$ cat src/rtl/imem_boot_pkg.sv
// Shared types and constants for the instruction-memory boot loader.
// Holds the FSM state encoding, the fetch boot vector and the default imem depth.
package imem_boot_pkg;

  localparam logic [31:0] BOOT_PC    = 32'h0040_0000;
  localparam int          IMEM_DEPTH = 4096;

  typedef enum logic [2:0] {
    IDLE,
    LOAD,
    FLUSH,
    CHECK,
    RUN,
    ERROR
  } state_t;

endpackage

$ cat src/rtl/imem_boot_loader.sv
// Boot loader: streams 32-bit words into imem via the fetch init port, then releases the core.
// Optional IMEM_CHECKSUM_EN adds expected_sum and a CHECK state comparing a running word sum.
module imem_boot_loader
  import imem_boot_pkg::*;
#(
  parameter int ADDR_W = 12,
  parameter int DEPTH  = IMEM_DEPTH
) (
  input  logic              clk,
  input  logic              reset,
  input  logic              start,
  input  logic [ADDR_W:0]   length,
`ifdef IMEM_CHECKSUM_EN
  input  logic [31:0]       expected_sum,
`endif
  input  logic              s_valid,
  input  logic [31:0]       s_data,
  input  logic              s_last,
  output logic              s_ready,
  output logic              init_mode,
  output logic              write_enable,
  output logic [ADDR_W-1:0] init_address,
  output logic [31:0]       init_instruction,
  output logic              core_reset,
  output logic              busy,
  output logic              done,
  output logic              error
);

  state_t          state, next_state;
  logic [ADDR_W:0] count, len_q;
  logic            short_q;
  logic            hs, start_ok, len_bad, last_word;
`ifdef IMEM_CHECKSUM_EN
  logic [31:0]     sum_q, exp_sum_q;
`endif

  // s_ready is registered and only high in LOAD, so hs can never fire elsewhere.
  assign hs        = s_valid & s_ready;
  assign len_bad   = (length == '0) || (length > (ADDR_W+1)'(DEPTH));
  assign last_word = (count == len_q - 1'b1);
  assign start_ok  = start && (state == IDLE || state == RUN || state == ERROR);

  // NOTE: every always_comb output gets a default first so no path leaves it unassigned (no latch).
  always_comb begin
    next_state = state;
    case (state)
      IDLE, RUN, ERROR: if (start) next_state = len_bad ? ERROR : LOAD;
      LOAD:             if (hs && (last_word || s_last)) next_state = FLUSH;
`ifdef IMEM_CHECKSUM_EN
      FLUSH:            next_state = short_q ? ERROR : CHECK;
      CHECK:            next_state = (sum_q == exp_sum_q) ? RUN : ERROR;
`else
      FLUSH:            next_state = short_q ? ERROR : RUN;
`endif
      default:          next_state = ERROR;
    endcase
  end

  // Outputs are decoded from next_state and registered, so each one changes on the state edge.
  // NOTE: sequential state uses non-blocking assignments so all flops update from pre-edge values.
  always_ff @(posedge clk or posedge reset) begin
    if (reset) begin
      state            <= IDLE;
      count            <= '0;
      len_q            <= '0;
      short_q          <= 1'b0;
      s_ready          <= 1'b0;
      init_mode        <= 1'b1;
      core_reset       <= 1'b1;
      write_enable     <= 1'b0;
      init_address     <= '0;
      init_instruction <= '0;
      busy             <= 1'b0;
      done             <= 1'b0;
      error            <= 1'b0;
    end else begin
      state        <= next_state;
      write_enable <= hs;
      s_ready      <= (next_state == LOAD);
      busy         <= (next_state inside {LOAD, FLUSH, CHECK});
      done         <= (next_state == RUN);
      error        <= (next_state == ERROR);
      init_mode    <= (next_state != RUN);
      core_reset   <= (next_state != RUN);
      if (start_ok && !len_bad) begin
        count   <= '0;
        len_q   <= length;
        short_q <= 1'b0;
      end
      if (hs) begin
        init_address     <= count[ADDR_W-1:0];
        init_instruction <= s_data;
        count            <= count + 1'b1;
        // A short image still gets its final word written; FLUSH then routes to ERROR.
        short_q          <= s_last && !last_word;
      end
    end
  end

`ifdef IMEM_CHECKSUM_EN
  always_ff @(posedge clk or posedge reset) begin
    if (reset) begin
      sum_q     <= '0;
      exp_sum_q <= '0;
    end else if (start_ok) begin
      sum_q     <= '0;
      exp_sum_q <= expected_sum;
    end else if (hs) begin
      sum_q     <= sum_q + s_data;
    end
  end
`endif

endmodule

$ cat config.mk
export PLATFORM = sky130hd
export DESIGN_NAME = imem_boot_loader
export DESIGN_NICKNAME = d
export VERILOG_FILES = /design/src/rtl/imem_boot_pkg.sv /design/src/rtl/imem_boot_loader.sv
export SDC_FILE = /design/constraint.sdc
export NUM_CORES = 1
export LEC_CHECK = 0
export CORE_ASPECT_RATIO = 0.8
export CORE_MARGIN = 2
export CORE_UTILIZATION = 48
export CTS_CLUSTER_DIAMETER = 80
export DETAILED_ROUTE_END_ITERATION = 16
export GPL_TIMING_DRIVEN = 1
export PLACE_DENSITY = 0.8
export SLEW_MARGIN = 30
export SYNTH_ARGS = -nofsm -noshare
export SYNTH_HDL_FRONTEND = slang
export SYNTH_SLANG_ARGS = --single-unit
$ cat constraint.sdc
create_clock -name clk -period 3.05 [get_ports clk]
set_clock_uncertainty 0.15 [all_clocks]
set_input_delay 0.61 -clock clk [delete_from_list [all_inputs] [get_ports clk]]
set_output_delay 0.61 -clock clk [all_outputs]
set_load 0.01 [all_outputs]
==> results of run 1 <==
==> through the flow <==
stage	utilization	power, mW	hold slack, ns
5_1_grt	0.675	4.81	0.349
4_1_cts	0.675	4.52	0.330
2_1_floorplan	-	2.76	0.319
6_report	0.675	4.48	0.325
3_3_place_gp	0.644	3.54	0.307
3_5_place_dp	0.644	3.60	0.312
==> worst max-delay path by stage <==
stage	from	endpoint	slack [ns]	depth (start not counted)
2_1_floorplan	reset	busy	0.24	1
3_3_place_gp	len_q[0]	state[0]	0.28	8
6_report	len_q[0]	state[0]	0.17	8
5_1_grt	len_q[0]	state[0]	0.04	8
4_1_cts	len_q[0]	state[0]	0.17	8
3_5_place_dp	len_q[0]	state[0]	0.19	8
==> area by class of cell <==
type	count	area share
multi-input cells	285	0.304
clock buffers	11	0.0302
flip-flops and latches	80	0.399
repair buffers	109	0.216
inverters	11	0.00848
well taps	105	0.0262
clock inverters	5	0.0157
==> tightest hold or removal path: cells and delay by family, from the launching register on <==
kind | cells | cell delay [ns]
simple gates | 2 | 0.10
flops | 1 | 0.35
==> power groups by stage <==
| stage | Clock [mW] | Combinational (mW) | Sequential [mW] |
|---|---|---|---|
| 6_report | 0.891 | 1.78 | 1.81 |
| 4_1_cts | 0.916 | 1.79 | 1.81 |
| 3_5_place_dp | 0 | 1.78 | 1.82 |
| 5_1_grt | 0.957 | 1.98 | 1.87 |
| 3_3_place_gp | 0 | 1.73 | 1.81 |
| 2_1_floorplan | 0 | 0.910 | 1.85 |
==> kinds of logic (layout without fill, tap and decap cells) <==
family | count (synthesis) | after routing
compound gates | 51 | 51
xor+xnor | 15 | 15
fa+ha+maj | 2 | 2
buf+inv | 34 | 136
flops | 80 | 80
mux | 13 | 13
simple gates | 204 | 204
==> per-layer routing <==
metal | vias to the layer above | part of all wire | global-route usage
met5 | - | 0 | 0
met4 | 0 | 0.0055 | 0.0467
met3 | 8 | 0.065 | 0.0715
met2 | 105 | 0.47 | 0.343
met1 | 1477 | 0.46 | 0.304
li1 | 1526 | - | -
==> cell usage after synthesis, drive strengths merged (5+ instances only) <==
| cell | instances |
|---|---|
| inv | 11 |
| nand2 | 143 |
| and3 | 6 |
| nor4 | 5 |
| xor2 | 6 |
| xnor2 | 9 |
| o21ai | 18 |
| nand3 | 9 |
| mux2 | 13 |
| a31oi | 6 |
| nor2 | 17 |
| a21oi | 7 |
| dfrtp | 79 |
| clkbuf | 16 |
| buf | 6 |
==> flip-flops by register name, indices dropped and copies added (netlist names) <==
signal            count
error                 1
done                  1
busy                  1
count                13
s_ready               1
write_enable          1
init_address         12
core_reset            1
init_instruction     32
state                 3
short_q               1
len_q                13
==> cells in the final DEF, fill, tap and decap left out, drive strengths merged, types with 2 or more instances in the layout <==
master	instances
nand4	4
bufinv	2
and3	6
clkbuf	11
clkdlybuf4s50	100
o22ai	2
inv	10
nor3	4
o21ai	18
nor2b	2
o211ai	2
nor2	17
xnor2	9
nand2b	2
clkinv	4
a31oi	6
a21boi	2
ha	2
nand3b	2
nand2	143
and2	2
nand3	9
buf	9
a21oi	7
o41ai	2
or4	3
nor4	5
mux2	13
dfrtp	79
xor2	6
==> summary.md, run 1 <==
| Metric | Value |
|---|---|
| Via Count | 3,116 |
| Post-CTS setup buffers | 0 |
| Setup TNS Final | 0 ns |
| Internal | 2.90 mW |
| CP Launch Type | flop |
| Wire per inst | about 14 um |
| Root Driver | clkbuf_8 |
| Slew Limit Fails | 0 |
| Post-synth top area cell | dfrtp_1 |
| VDD IR max | 0.538 mV |
| Post-Synth Simple-Gate Area | 0.240 |
| Sequential fraction of the synthesis area | 0.542 |
| Largest net degree at the start of global routing | 42 |
| Critical Path Sink Type | flop |
| Post-Syn Area | between 3000 and 4000 um^2 |
| Wirelength, routed | 8690 um |
| Hold path start | init_instruction[3] |
| Adder-Cell Fraction of Synth Area | 0.00678 |
| Drt pass-1 iters | 4 |
| Post-synth EDFFs | 0 |
| Grt ovf | 0 |
| Clock Power Share | 0.199 |
| Ports | 101 |
| Non-Filler Instances | 606 |
| Port Buffers | 100 |
| Area Growth Syn to Fin | 35.8% |
| CTS tree | yes |
| Flop and latch count out of synthesis | 80 |
| Sw Pwr | 1.57 mW |
| Slew @ Worst Pin | about 0.53 ns |
| Height of the chip | 82.5 um |
| Flop pwr share | 0.404 |
| Primary FF master, synth | dfrtp_1 |
| CP delay by family, top | simple AND/OR/NAND/NOR gates |
| Register area | 2000 um^2 |
| Share of the synthesized area in the top cell type | 0.535 |
| Mux contribution to synthesized area | 0.0396 |
| First-pass GRT wire length | 14,400 um |
| Crit path required time | 3.15 ns |
| Number of global-route vias before repair | 2,996 |
| Core ar. | between 7000 and 8000 um^2 |
| Resized Gates After CTS | 0 |
| Period minus WS final | approximately 2.9 ns |
| Htree depth | 3 |
| Total GRT Usage | 0.220 |
| CP Class | flop to flop |
| Footprint of the multi-input gates | about 1500 um^2 |
| Synth Area in Compound Gates | 0.0904 |
| RSZ-0062 raised after global routing | false |
| WHS Path Cells | 2 |
| Syn Inst Count | 399 |
| Synth area leaders | dfrtp_1 (54%), nand2_1 (15%), mux2_2 (4.0%) |
| Slowest-stage cell, CP | or4_4 |
| Lkg Pwr | 2.32 nW |
| Die X | ~100 um |
| Clock sink count | 80 |
| Reg clk slew, reported paths | 0.09 ns |
| Hold Path End | init_instruction[3] |
| Worst slack at placement | 0.195 ns |
| Netlist cell types | 50 |
| WP data arrival | 2.98 ns |
| Inst Count DP | 590 |
| Max cap viols | 0 |
| # hold bufs at CTS | 0 |
| FP Rows | 28 |
| Nets | approximately 550 |
| Number of setup violations in the final report | 0 |
| Starting density of the core | 0.497 |
| Endpoints failing hold | 0 |
| Routed vias/inst | approximately 5.1 |
| WP buf/inv | 1 |
| DIE AREA | 8420 um^2 |
| Cell Pwr Density | between 800 and 900 nW/um^2 |
| R2R setup slack | 0.17 ns |
| Diodes inserted | 0 |
| Reg2reg path depth | 8 |
| Share of layout cells above drive strength 1 | 0.0938 |
| Syn. warnings | 0 |
| 1st-iter DRT viols | 200 |
| Comb pwr share | 0.397 |
| Initial antenna violation count | 0 |
| Maximum root-to-sink buffer count | 2 |
| Hold WC Path Type | flop to flop |
| Routed Antenna Nets | 0 |
| Reg-to-reg endpoint | state[0] |
| Status | complete, no violations |
| FMAX | 347 MHz |
| Worst path cell trace | inv_1 > ha_1 > nor3b_2 > nand2_1 > or3_1 > a2111o_1 > or4_4 > o31a_1 |
| TritonCTS Buffers | 9 |
| Area after DPL | around 4800 um^2 |
| XOR/XNOR Fraction of Synth Area | 0.0356 |
| Post-route cell area | 5010 um^2 |
| HPWL after DPL | 6220 um |
| Switching Fraction | 0.351 |
| Worst-Skew Late Latency | between 0.3 and 0.4 ns |
| Period utilization | 0.945 |
| CP peak stage delay | about 0.56 ns |
| FF-to-FF Start | len_q[0] |
| Worst setup margin | 0.167 ns |
| CP Max Fanout | 6 |
| Largest family of logic cells by synthesized area | simple AND/OR/NAND/NOR gates |
| Filler instances | 600 |
| Avg Cell Area, Syn | just over 9 um^2 |
| Drt drc | 0 |
| Global placer's final weighted congestion | roughly 0.86 |
| Post-synth ARST share | 1.00 |
| Rel. slew slack | 0.648 |
| Synth Net Count | 451 |
No activity file was read; power rests on OpenSTA's default activity.
==> inputs of run 2 (changes only) <==
- CAP_MARGIN: not set -> 40
- CTS_CLUSTER_SIZE: not set -> 24
==> results of run 2 <==
The final DEF is identical to that of run 1; final timing and power are the same.
==> inputs of run 3 (changes only) <==
- CORE_ASPECT_RATIO: 0.8 -> 0.75
- CORE_UTILIZATION: 48 -> 55
- DONT_BUFFER_PORTS: not set -> 1
- PLACE_DENSITY: 0.8 -> 0.7
==> run 3 against run 2 <==
Sequential power rose by 9%. Clock power rose by 5.2%. Utilization fell by 4.9 points. Sequential cell count did not move. First-iteration DRC count rose by 12%. Critical path depth did not move. Via count fell by 13%. Count of clock-buffer cells in the layout did not move. Cell area fell by 20%. Largest power group unchanged.
==> summary.md, run 3 (synthesis gave the netlist of run 1 again) <==
| Metric | Value |
|---|---|
| Status | complete, no violations |
| HPWL after DPL | 5360 um (-14%) |
| Core ar. | 6410 um^2 (-14%) |
| Inst Count DP | 465 (-21%) |
| RSZ-0062 raised after global routing | false |
| Slew Limit Fails | 0 (unchanged) |
| VDD IR max | 0.464 mV (-14%) |
| Starting density of the core | 0.576 (+0.0787) |
| Period utilization | 0.947 (+0.00233) |
| Drt drc | 0 (unchanged) |
| CP Class | flop to flop |
| Endpoints failing hold | 0 (unchanged) |
| Number of flip-flops in the largest register | 32 (unchanged) |
| Number of setup violations in the final report | 0 (unchanged) |
| Tot Pwr | 3.93 mW (-12%) |
| CP Launch Type | flop |
| Cell Pwr Density | 978 nW/um^2 (+9.6%) |
| Die X | 98.6 um (-3.4%) |
| Critical Path Sink Type | flop |
| TritonCTS Buffers | 9 (unchanged) |
| Area after DPL | 3760 um^2 (-21%) |
| Share of layout cells above drive strength 1 | 0.112 (+0.0184) |
| Wirelength, routed | 7590 um (-13%) |
| Htree depth | 3 (unchanged) |
| Port Buffers | 0 (-100%) |
| Crit path required time | 3.13 ns (-0.02 ns) |
| FMAX | 346 MHz (-0.25%) |
| Worst slack at placement | 0.158 ns (-0.0364 ns) |
| Max cap viols | 0 (unchanged) |
| Wire per inst | 15.7 um (+9.8%) |
| Reg2reg path depth | 8 (unchanged) |
| Total GRT Usage | 0.216 (-0.00437) |
| Initial antenna violation count | 0 (unchanged) |
| Lkg Pwr | 1.95 nW (-16%) |
| Routed Antenna Nets | 0 (unchanged) |
| CP startpoint | len_q[0] |
| Largest Register | init_instruction |
| R2R setup slack | 0.16 ns (about the same) |
| DIE AREA | 7390 um^2 (-12%) |
| Clock sink count | 80 (unchanged) |
| CTS tree | yes |
| 1st-iter DRT viols | 224 (+12%) |
| First-pass GRT wire length | 12,500 um (-13%) |
| Global placer's final weighted congestion | 0.817 (-4.8%) |
| Routed vias/inst | 5.65 (+9.9%) |
| Post-route cell area | 4010 um^2 (-20%) |
| Top flop regs | init_instruction x32, count x13, len_q x13 |
| Worst-Skew Late Latency | 0.34 ns (about the same) |
| Grt ovf | 0 (unchanged) |
| CP Max Fanout | 6 (unchanged) |
| Ports | 101 (unchanged) |
| Post-CTS setup buffers | 0 (unchanged) |
| Worst setup path endpoint | state[0] |
| Rel. slew slack | 0.615 (-0.0321) |
| Maximum root-to-sink buffer count | 2 (unchanged) |
| Commonest cells after routing, fill and taps aside | nand2_1 (142), dfrtp_1 (79), o21ai_0 (18) |
| Height of the chip | 75.0 um (-9.1%) |
| Period minus WS final | 2.89 ns (+0.00710 ns) |
| Setup TNS Final | 0 ns (unchanged) |
| Area Growth Syn to Fin | 8.67% |
| Drt pass-1 iters | 4 (unchanged) |
| Reg-to-reg endpoint | state[0] |
| Non-Filler Instances | 482 (-20%) |
| Worst setup margin | 0.160 ns (-0.00710 ns) |
| Slew @ Worst Pin | 0.577 ns (+0.0487 ns) |
| FP Rows | 25 (-11%) |
| Nets | 448 (-18%) |
| FF-to-FF Start | len_q[0] |
| Reg clk slew, reported paths | 0.08 ns (about the same) |
| Root Driver | clkbuf_8 |
| Number of global-route vias before repair | 2,672 (-11%) |
| WP data arrival | 2.97 ns (about the same) |
| Diodes inserted | 0 (unchanged) |
| Most common cell after layout, fill and taps aside | nand2_1 |
| Largest net degree at the start of global routing | 61 (+45%) |
| Hold WC Path Type | input pin to flop |
| Via Count | 2,723 (-13%) |
## run 3: changes by cell type in the layout (fill, tap and decap cells not counted), sizes merged
cell,before,now
buf,9,8
bufinv,2,3
clkdlybuf4s50,100,0
clkinv,4,3
dlygate4sd3,0,1
## run 3: cell type report
| class | instances | area, um^2 |
|---|---|---|
| repair buffers | 9 | 95.1 |
| multi-input cells | 285 | 1530 |
| clock buffers | 11 | 141 |
| clock inverters | 5 | 104 |
| fillers | 540 | 2400 |
| inverters | 11 | 42.5 |
| well taps | 81 | 101 |
| flip-flops and latches | 80 | 2000 |
## run 3: worst min path at each step
| stage | cells after the start | to | start | slack (ns) |
|---|---|---|---|---|
| final | 2 | init_instruction[22] | s_data[22] | 0.22 |
| after global routing | 2 | init_instruction[27] | s_data[27] | 0.19 |
| after CTS | 2 | init_instruction[22] | s_data[22] | 0.21 |
| after detailed placement | 1 | init_instruction[16] | reset | 0.31 |
| after global placement | 1 | count[12] | count[12] | 0.35 |
| after floorplan | 2 | len_q[12] | len_q[12] | 0.32 |
## run 3: repair_timing
action | 4_1_cts | 5_1_grt
endpoints found under the hold margin | 17 | 0
gates resized for setup | 0 | 0
hold buffers | 1 | 0
## run 3: stage by stage
step | hold slack (ns) | utilization
3_3_place_gp | 0.345 | 0.583
4_1_cts | 0.210 | 0.626
5_1_grt | 0.194 | 0.626
6_report | 0.223 | 0.626
2_1_floorplan | 0.319 | -
3_5_place_dp | 0.308 | 0.586
## run 3: worst max-delay path, stage by stage, from the launching register on
cell and delay (ns):
dfrtp_1 0.44, inv_1 0.08, ha_1 0.20, nor3b_2 0.22, nand2_1 0.13, or3_1 0.32, a2111o_1 0.40, or4_4 0.56
o31a_1 0.27
## run 3: where the power goes
part	internal, mW	switching (mW)
clock network	0.567	0.370
registers	1.46	0.516
logic	0.451	0.563
## run 3: routing by layer
| layer | routed length [um] | track usage |
|---|---|---|
| met1 | 3410 | 0.295 |
| met2 | 3430 | 0.323 |
| met5 | 0 | 0 |
| met3 | 646 | 0.0789 |
| met4 | 98 | 0.0761 |
